[src/rtl/us_timer_pkg.sv]
// Shared types and defaults for the microsecond timer scheduler.
// Holds the per-channel state encoding, default parameter values and the
// prescaler counter width helper.
package us_timer_pkg;

   typedef enum logic {
      CH_IDLE = 1'b0,
      CH_RUN  = 1'b1
   } ch_state_t;

   localparam int NCH_DEF        = 4;
   localparam int US_W_DEF       = 16;
   localparam int CLK_PER_US_DEF = 20;

   // Bits needed to count 0..value-1; never less than one bit.
   function automatic int clog2(input int value);
      int w;
      w = 0;
      for (int v = value - 1; v > 0; v = v >> 1) begin
         w = w + 1;
      end
      return (w < 1) ? 1 : w;
   endfunction

endpackage

[src/rtl/us_prescaler.sv]
// Purpose: shared 1 us prescaler; counts 0..CLK_PER_US-1 while enabled, sits at 0 when disabled.
// Latency: tick is registered and is high in the cycle the count equals CLK_PER_US-1.
// Backpressure: none; free-running while enabled, restarts from 0 after every idle period.
// Ports:
//   clk, rst : system clock, synchronous active-high reset
//   en       : any channel busy this cycle (advances the count)
//   en_nxt   : any channel busy next cycle (qualifies the registered tick)
//   tick     : one-cycle pulse per CLK_PER_US cycles while enabled
module us_prescaler
   import us_timer_pkg::*;
#(
   parameter int CLK_PER_US = CLK_PER_US_DEF
) (
   input  logic clk,
   input  logic rst,
   input  logic en,
   input  logic en_nxt,
   output logic tick
);

   localparam int                CNT_W = clog2(CLK_PER_US);
   localparam logic [CNT_W-1:0]  LAST  = CNT_W'(CLK_PER_US - 1);

   logic [CNT_W-1:0] count_q;
   logic [CNT_W-1:0] count_d;
   logic             tick_q;
   logic             tick_d;

   always_comb begin
      count_d = '0;
      tick_d  = 1'b0;
      if (en) begin
         if (count_q == LAST) begin
            count_d = '0;
         end else begin
            count_d = count_q + CNT_W'(1);
         end
      end
      // The tick is registered one cycle ahead, so it is qualified by the
      // next-cycle enable: no stray tick appears after the last channel stops.
      tick_d = en_nxt && (count_d == LAST);
   end

   always_ff @(posedge clk) begin
      if (rst) begin
         count_q <= '0;
         tick_q  <= 1'b0;
      end else begin
         count_q <= count_d;
         tick_q  <= tick_d;
      end
   end

   assign tick = tick_q;

endmodule

[src/rtl/us_timer_scheduler.sv]
// Purpose: NCH countdown timers in microseconds sharing one prescaler; start by req/ack, expiry by done pulse.
// Latency: start_ack one cycle after an accepted start_req; done N ticks after ack (exactly N*CLK_PER_US from all-idle).
// Backpressure: a start_req on a running channel is held pending (no ack) until the channel returns to idle.
// Ports:
//   clk, rst   : system clock, synchronous active-high reset (clears everything, no done)
//   start_req  : per-channel level request, held until start_ack
//   start_us   : per-channel duration, channel i at [i*US_W +: US_W], sampled on acceptance
//   start_ack  : one-cycle acceptance pulse
//   cancel     : one-cycle abort of a running channel (no done)
//   periodic   : (US_TIMER_SCHED_RELOAD_EN only) reload and keep running at expiry
//   busy       : channel running
//   done       : one-cycle expiry pulse
//   tick_1us   : prescaler tick, only while some channel is busy
// Optional build macro: US_TIMER_SCHED_RELOAD_EN adds the periodic port and per-channel reload registers.
module us_timer_scheduler
   import us_timer_pkg::*;
#(
   parameter int NCH        = NCH_DEF,
   parameter int US_W       = US_W_DEF,
   parameter int CLK_PER_US = CLK_PER_US_DEF
) (
   input  logic                clk,
   input  logic                rst,
   input  logic [NCH-1:0]      start_req,
   input  logic [NCH*US_W-1:0] start_us,
   output logic [NCH-1:0]      start_ack,
   input  logic [NCH-1:0]      cancel,
`ifdef US_TIMER_SCHED_RELOAD_EN
   input  logic [NCH-1:0]      periodic,
`endif
   output logic [NCH-1:0]      busy,
   output logic [NCH-1:0]      done,
   output logic                tick_1us
);

   logic [NCH-1:0] run_nxt;
   logic           tick;

   // The prescaler counts on the current busy set and gates its registered
   // tick with the next-cycle busy set, so tick_1us never outlives the last
   // running channel.
   us_prescaler #(
      .CLK_PER_US (CLK_PER_US)
   ) u_presc (
      .clk    (clk),
      .rst    (rst),
      .en     (|busy),
      .en_nxt (|run_nxt),
      .tick   (tick)
   );

   assign tick_1us = tick;

   for (genvar i = 0; i < NCH; i++) begin : g_ch
      ch_state_t        state_q;
      ch_state_t        state_d;
      logic [US_W-1:0]  rem_q;
      logic [US_W-1:0]  rem_d;
      logic             ack_q;
      logic             ack_d;
      logic             done_q;
      logic             done_d;
      logic [US_W-1:0]  req_us;
`ifdef US_TIMER_SCHED_RELOAD_EN
      logic [US_W-1:0]  reload_q;
      logic [US_W-1:0]  reload_d;
`endif

      assign req_us = start_us[i*US_W +: US_W];

      always_comb begin
         state_d = state_q;
         rem_d   = rem_q;
         ack_d   = 1'b0;
         done_d  = 1'b0;
`ifdef US_TIMER_SCHED_RELOAD_EN
         reload_d = reload_q;
`endif
         unique case (state_q)
            CH_IDLE: begin
               // ack_q blocks a second acceptance while the requester is
               // still dropping its level request in the ack cycle.
               if (start_req[i] && !ack_q) begin
                  ack_d = 1'b1;
                  if (req_us != '0) begin
                     rem_d   = req_us;
                     state_d = CH_RUN;
`ifdef US_TIMER_SCHED_RELOAD_EN
                     reload_d = req_us;
`endif
                  end else begin
                     // Zero duration expires immediately, alongside the ack.
                     done_d = 1'b1;
                  end
               end
            end
            CH_RUN: begin
               // Cancel beats an expiring tick in the same cycle.
               if (cancel[i]) begin
                  state_d = CH_IDLE;
                  rem_d   = '0;
               end else if (tick && (rem_q != '0)) begin
                  if (rem_q == US_W'(1)) begin
                     done_d = 1'b1;
`ifdef US_TIMER_SCHED_RELOAD_EN
                     if (periodic[i]) begin
                        rem_d = reload_q;
                     end else begin
                        state_d = CH_IDLE;
                        rem_d   = '0;
                     end
`else
                     state_d = CH_IDLE;
                     rem_d   = '0;
`endif
                  end else begin
                     rem_d = rem_q - US_W'(1);
                  end
               end
            end
            default: begin
               state_d = CH_IDLE;
               rem_d   = '0;
            end
         endcase
      end

      always_ff @(posedge clk) begin
         if (rst) begin
            state_q <= CH_IDLE;
            rem_q   <= '0;
            ack_q   <= 1'b0;
            done_q  <= 1'b0;
`ifdef US_TIMER_SCHED_RELOAD_EN
            reload_q <= '0;
`endif
         end else begin
            state_q <= state_d;
            rem_q   <= rem_d;
            ack_q   <= ack_d;
            done_q  <= done_d;
`ifdef US_TIMER_SCHED_RELOAD_EN
            reload_q <= reload_d;
`endif
         end
      end

      assign start_ack[i] = ack_q;
      assign done[i]      = done_q;
      assign busy[i]      = (state_q == CH_RUN);
      assign run_nxt[i]   = (state_d == CH_RUN);
   end

endmodule

[config.mk]
export PLATFORM = sky130hd
export DESIGN_NAME = us_timer_scheduler
export DESIGN_NICKNAME = d
export VERILOG_FILES = /design/src/rtl/us_timer_pkg.sv /design/src/rtl/us_prescaler.sv /design/src/rtl/us_timer_scheduler.sv
export SDC_FILE = /design/constraint.sdc
export NUM_CORES = 1
export LEC_CHECK = 0
export CAP_MARGIN = 40
export CORE_UTILIZATION = 50
export DETAILED_ROUTE_END_ITERATION = 10
export GPL_TIMING_DRIVEN = 0
export PLACE_DENSITY = 0.76
export SYNTH_ARGS = -nofsm -noshare
export SYNTH_HDL_FRONTEND = slang
export SYNTH_HIERARCHICAL = 1
export SYNTH_SLANG_ARGS = --single-unit
[constraint.sdc]
create_clock -name clk -period 5 [get_ports clk]
set_clock_uncertainty 0.1 [all_clocks]
set_input_delay 1 -clock clk [delete_from_list [all_inputs] [get_ports clk]]
set_output_delay 1 -clock clk [all_outputs]
set_load 0.03 [all_outputs]
==> impl_metrics.ini <==
[layout]
drive_above_1_share_pct = 6.85
layout_common_cells = clkdlybuf4s50_1 (86), dfxtp_1 (82), nor2_1 (55)
layout.cells.non_filler = 910
layout_commonest_cell = clkdlybuf4s50_1
finalNetCount = 856
diodes = 0
nFillCells = 930
area_growth_pct = 23.3

[timing]
max_slew_margin_pct = 40.1
hold_viol_final = 0
min_period_over_period_pct = 71.3
fmax_ghz = 0.281
rsz0062_at_grt = false
drv_slew = 0
fin_crit_ps = 3560
setup_violations = 0
fin_hold_ws_ps = 365
tightest_slew_ps = 891
tns_ps = 0

[routing]
firstDrtPassIters = 5
wl_per_cell_um = 19.3
vias = 6067
drt_iter0_markers = 500
drt_wl_total_um = 17600
drc = 0
antenna_left = 0
via_per_inst = 6.67

[floorplan]
die_y_um = 105
die_w_um = 105
rows = 37
ios = 87
initial_core_util_pct = 51.5
dieArea_um2 = 11000
core-area_um2 = 10300

[synth]
synthDistinctLibCells = 64
synth_edf_count = 0
ys_seq_elements = 82
avgSynthCellArea_um2 = 7.93
async_flop_share_pct = 0
synth_cells = 670
syn_area_um2 = 5320
yosys_warnings = 6
ys_seq_area_share_pct = 30.9
synth.net_count = 757
synthFlopType = dfxtp_1

[clocking]
clk_pin_slew_ps = 90
post-cts-setup-buffer-count = 0
clock_latency_ps = 360
htreeDepth = 3
postCtsHoldBufs = 0
cts_resized = 0
numCtsBuffers = 9
cts_buffer_depth = 2
clock-root-buffer = clkbuf_8
cts_num_sinks = 82
cts_tree = built

[worst_setup_path]
path_class = in -> reg
cp_max_fo = 10
critPathCaptureType = register
critPathRequiredTime_ps = 5210
rr_startpoint = g_ch[1].rem_q[1]
timing.critical_path.from_type = input pin
r2r-end = u_presc/tick
rrSetupSlack_ps = 1700
cp.arrival_ps = 3770
r2r_cells = 11

[power_and_ir_drop]
p_int_mw = 1.29
peakVddDrop_mv = 0.155
p_clk_share_pct = 24.7
swShare_pct = 37.5
seq_power_share_pct = 39.3
combPwrFrac_pct = 36.0
switchingPower_uw = 774
leakage_nw = 2.30
powerDensity_nw_per_um2 = 315

[flow_run]
cap_violations = 0

[worst_hold_path]
hp-class = reg -> reg
hold_start = g_ch[2].rem_q[11]
min_to = g_ch[2].rem_q[11]
min_path_cells = 2

[placement]
io_buffer_count = 86
hpwl_um = 12700
place_congestion = 1.01
place_inst = 893

[grt]
grt_max_degree = 13
grt-ovfl-total = 0
grt_pass1_vias = 5612
grtUsageTotal_pct = 31.1
antenna_found_initial = 0
grt_pass1_wl_um = 27500

[run_status]
outcome = finished, final reports clean
## routing by layer
layer	global-route usage, %	part of all wire [%]	vias to the layer above	wire, um
met5	0	0	-	0
met4	15.2	3.1	0	549
met3	5.86	9.5	55	1670
met2	50.0	46	387	8100
met1	40.0	41	2828	7250
li1	-	-	2797	-
## worst max-delay path: stages
cell	delay, ps
clkdlybuf4s50_1	440
nand2b_1	160
clkbuf_1	280
a21oi_1	700
clkbuf_1	450
nor3_1	180
nand4_1	120
nor4bb_1	260
nand2_1	80
nor2_1	90
## how the worst max path moves through the flow
stage | from | endpoint | slack, ps | depth (start not counted)
floorplan | cancel[1] | u_presc/tick | 2200 | 9
global placement | cancel[1] | u_presc/tick | 1120 | 10
detailed placement | cancel[1] | u_presc/tick | 1160 | 10
CTS | cancel[1] | u_presc/tick | 1520 | 10
global route | cancel[1] | u_presc/tick | 1320 | 10
finish | cancel[1] | u_presc/tick | 1440 | 10
## state kept, by name, indices dropped and copies added, names as in the netlist
signal           flops
g_ch.done_q          4
g_ch.rem_q          64
g_ch.state_q         4
g_ch.ack_q           4
u_presc/tick         1
u_presc/count_q      5
## synthesized netlist by cell type, types with 4 or more instances
master,n,share of area [%]
dfxtp_1,82,31
nor2_1,55,3.9
nand2_1,48,3.4
nor3_1,43,4.0
a21oi_1,41,3.9
nor4_1,36,4.2
clkbuf_1,31,2.2
a211oi_1,26,3.7
o32ai_1,26,4.3
a221oi_1,22,3.6
inv_1,20,1.4
o21ai_0,18,1.7
a22oi_1,13,1.8
buf_4,13,1.8
ha_1,13,3.1
nand4_1,13,1.5
nor2b_1,13,1.5
xor2_1,13,2.1
nand3_1,12,1.1
nand2b_1,10,1.2
xnor2_1,9,1.5
or4_1,8,1.1
a32oi_1,7,1.2
nor3b_1,7,0.99
buf_2,6,0.56
o31ai_1,6,0.85
a41oi_1,5,0.82
nor4b_1,5,0.82
a21o_1,4,0.56
and4_1,4,0.66
nand3b_1,4,0.56
o211ai_1,4,0.56
or3b_2,4,0.66
## metrics by stage
stage | instance area (um2) | setup slack, ps | power, mW | utilization [%]
final | 6550 | 1440 | 2.06 | 63.5
after global routing | 6550 | 1320 | 2.16 | 63.5
after CTS | 6550 | 1520 | 2.04 | 63.4
after detailed placement | 6350 | 1160 | 1.54 | 61.5
after global placement | 6350 | 1120 | 1.53 | 61.5
after floorplan | 5320 | 2200 | 1.30 | -
## layout make-up
type                    instances  area [um2]  area share [%]
plain buffers                  55         285            4.35
clock buffers                  14         163            2.48
clock inverters                 2        35.0           0.535
inverters                      22        82.6            1.26
multi-input cells             511        3310            50.5
flip-flops and latches         82        1640            25.0
well taps                     136         170            2.60
repair buffers                 88         870            13.3
## power groups by stage
stage	Clock [mW]	Sequential (mW)	Combinational (mW)
2_1_floorplan	0	0.798	0.503
3_3_place_gp	0	0.817	0.708
3_5_place_dp	0	0.821	0.718
4_1_cts	0.514	0.806	0.724
5_1_grt	0.537	0.821	0.804
6_report	0.509	0.810	0.743
## logic make-up after synthesis
| logic type | share of synthesized area, % |
|---|---|
| DFF | 30.9 |
| buffers and inverters | 6.92 |
| and+or+nand+nor | 28.9 |
| adders and majority gates | 3.06 |
| xor gates and xnor gates | 3.62 |
| AOI/OAI and AO/OA | 26.4 |
| muxes | 0.188 |
Note: power is estimated with default switching activity, not from simulation.
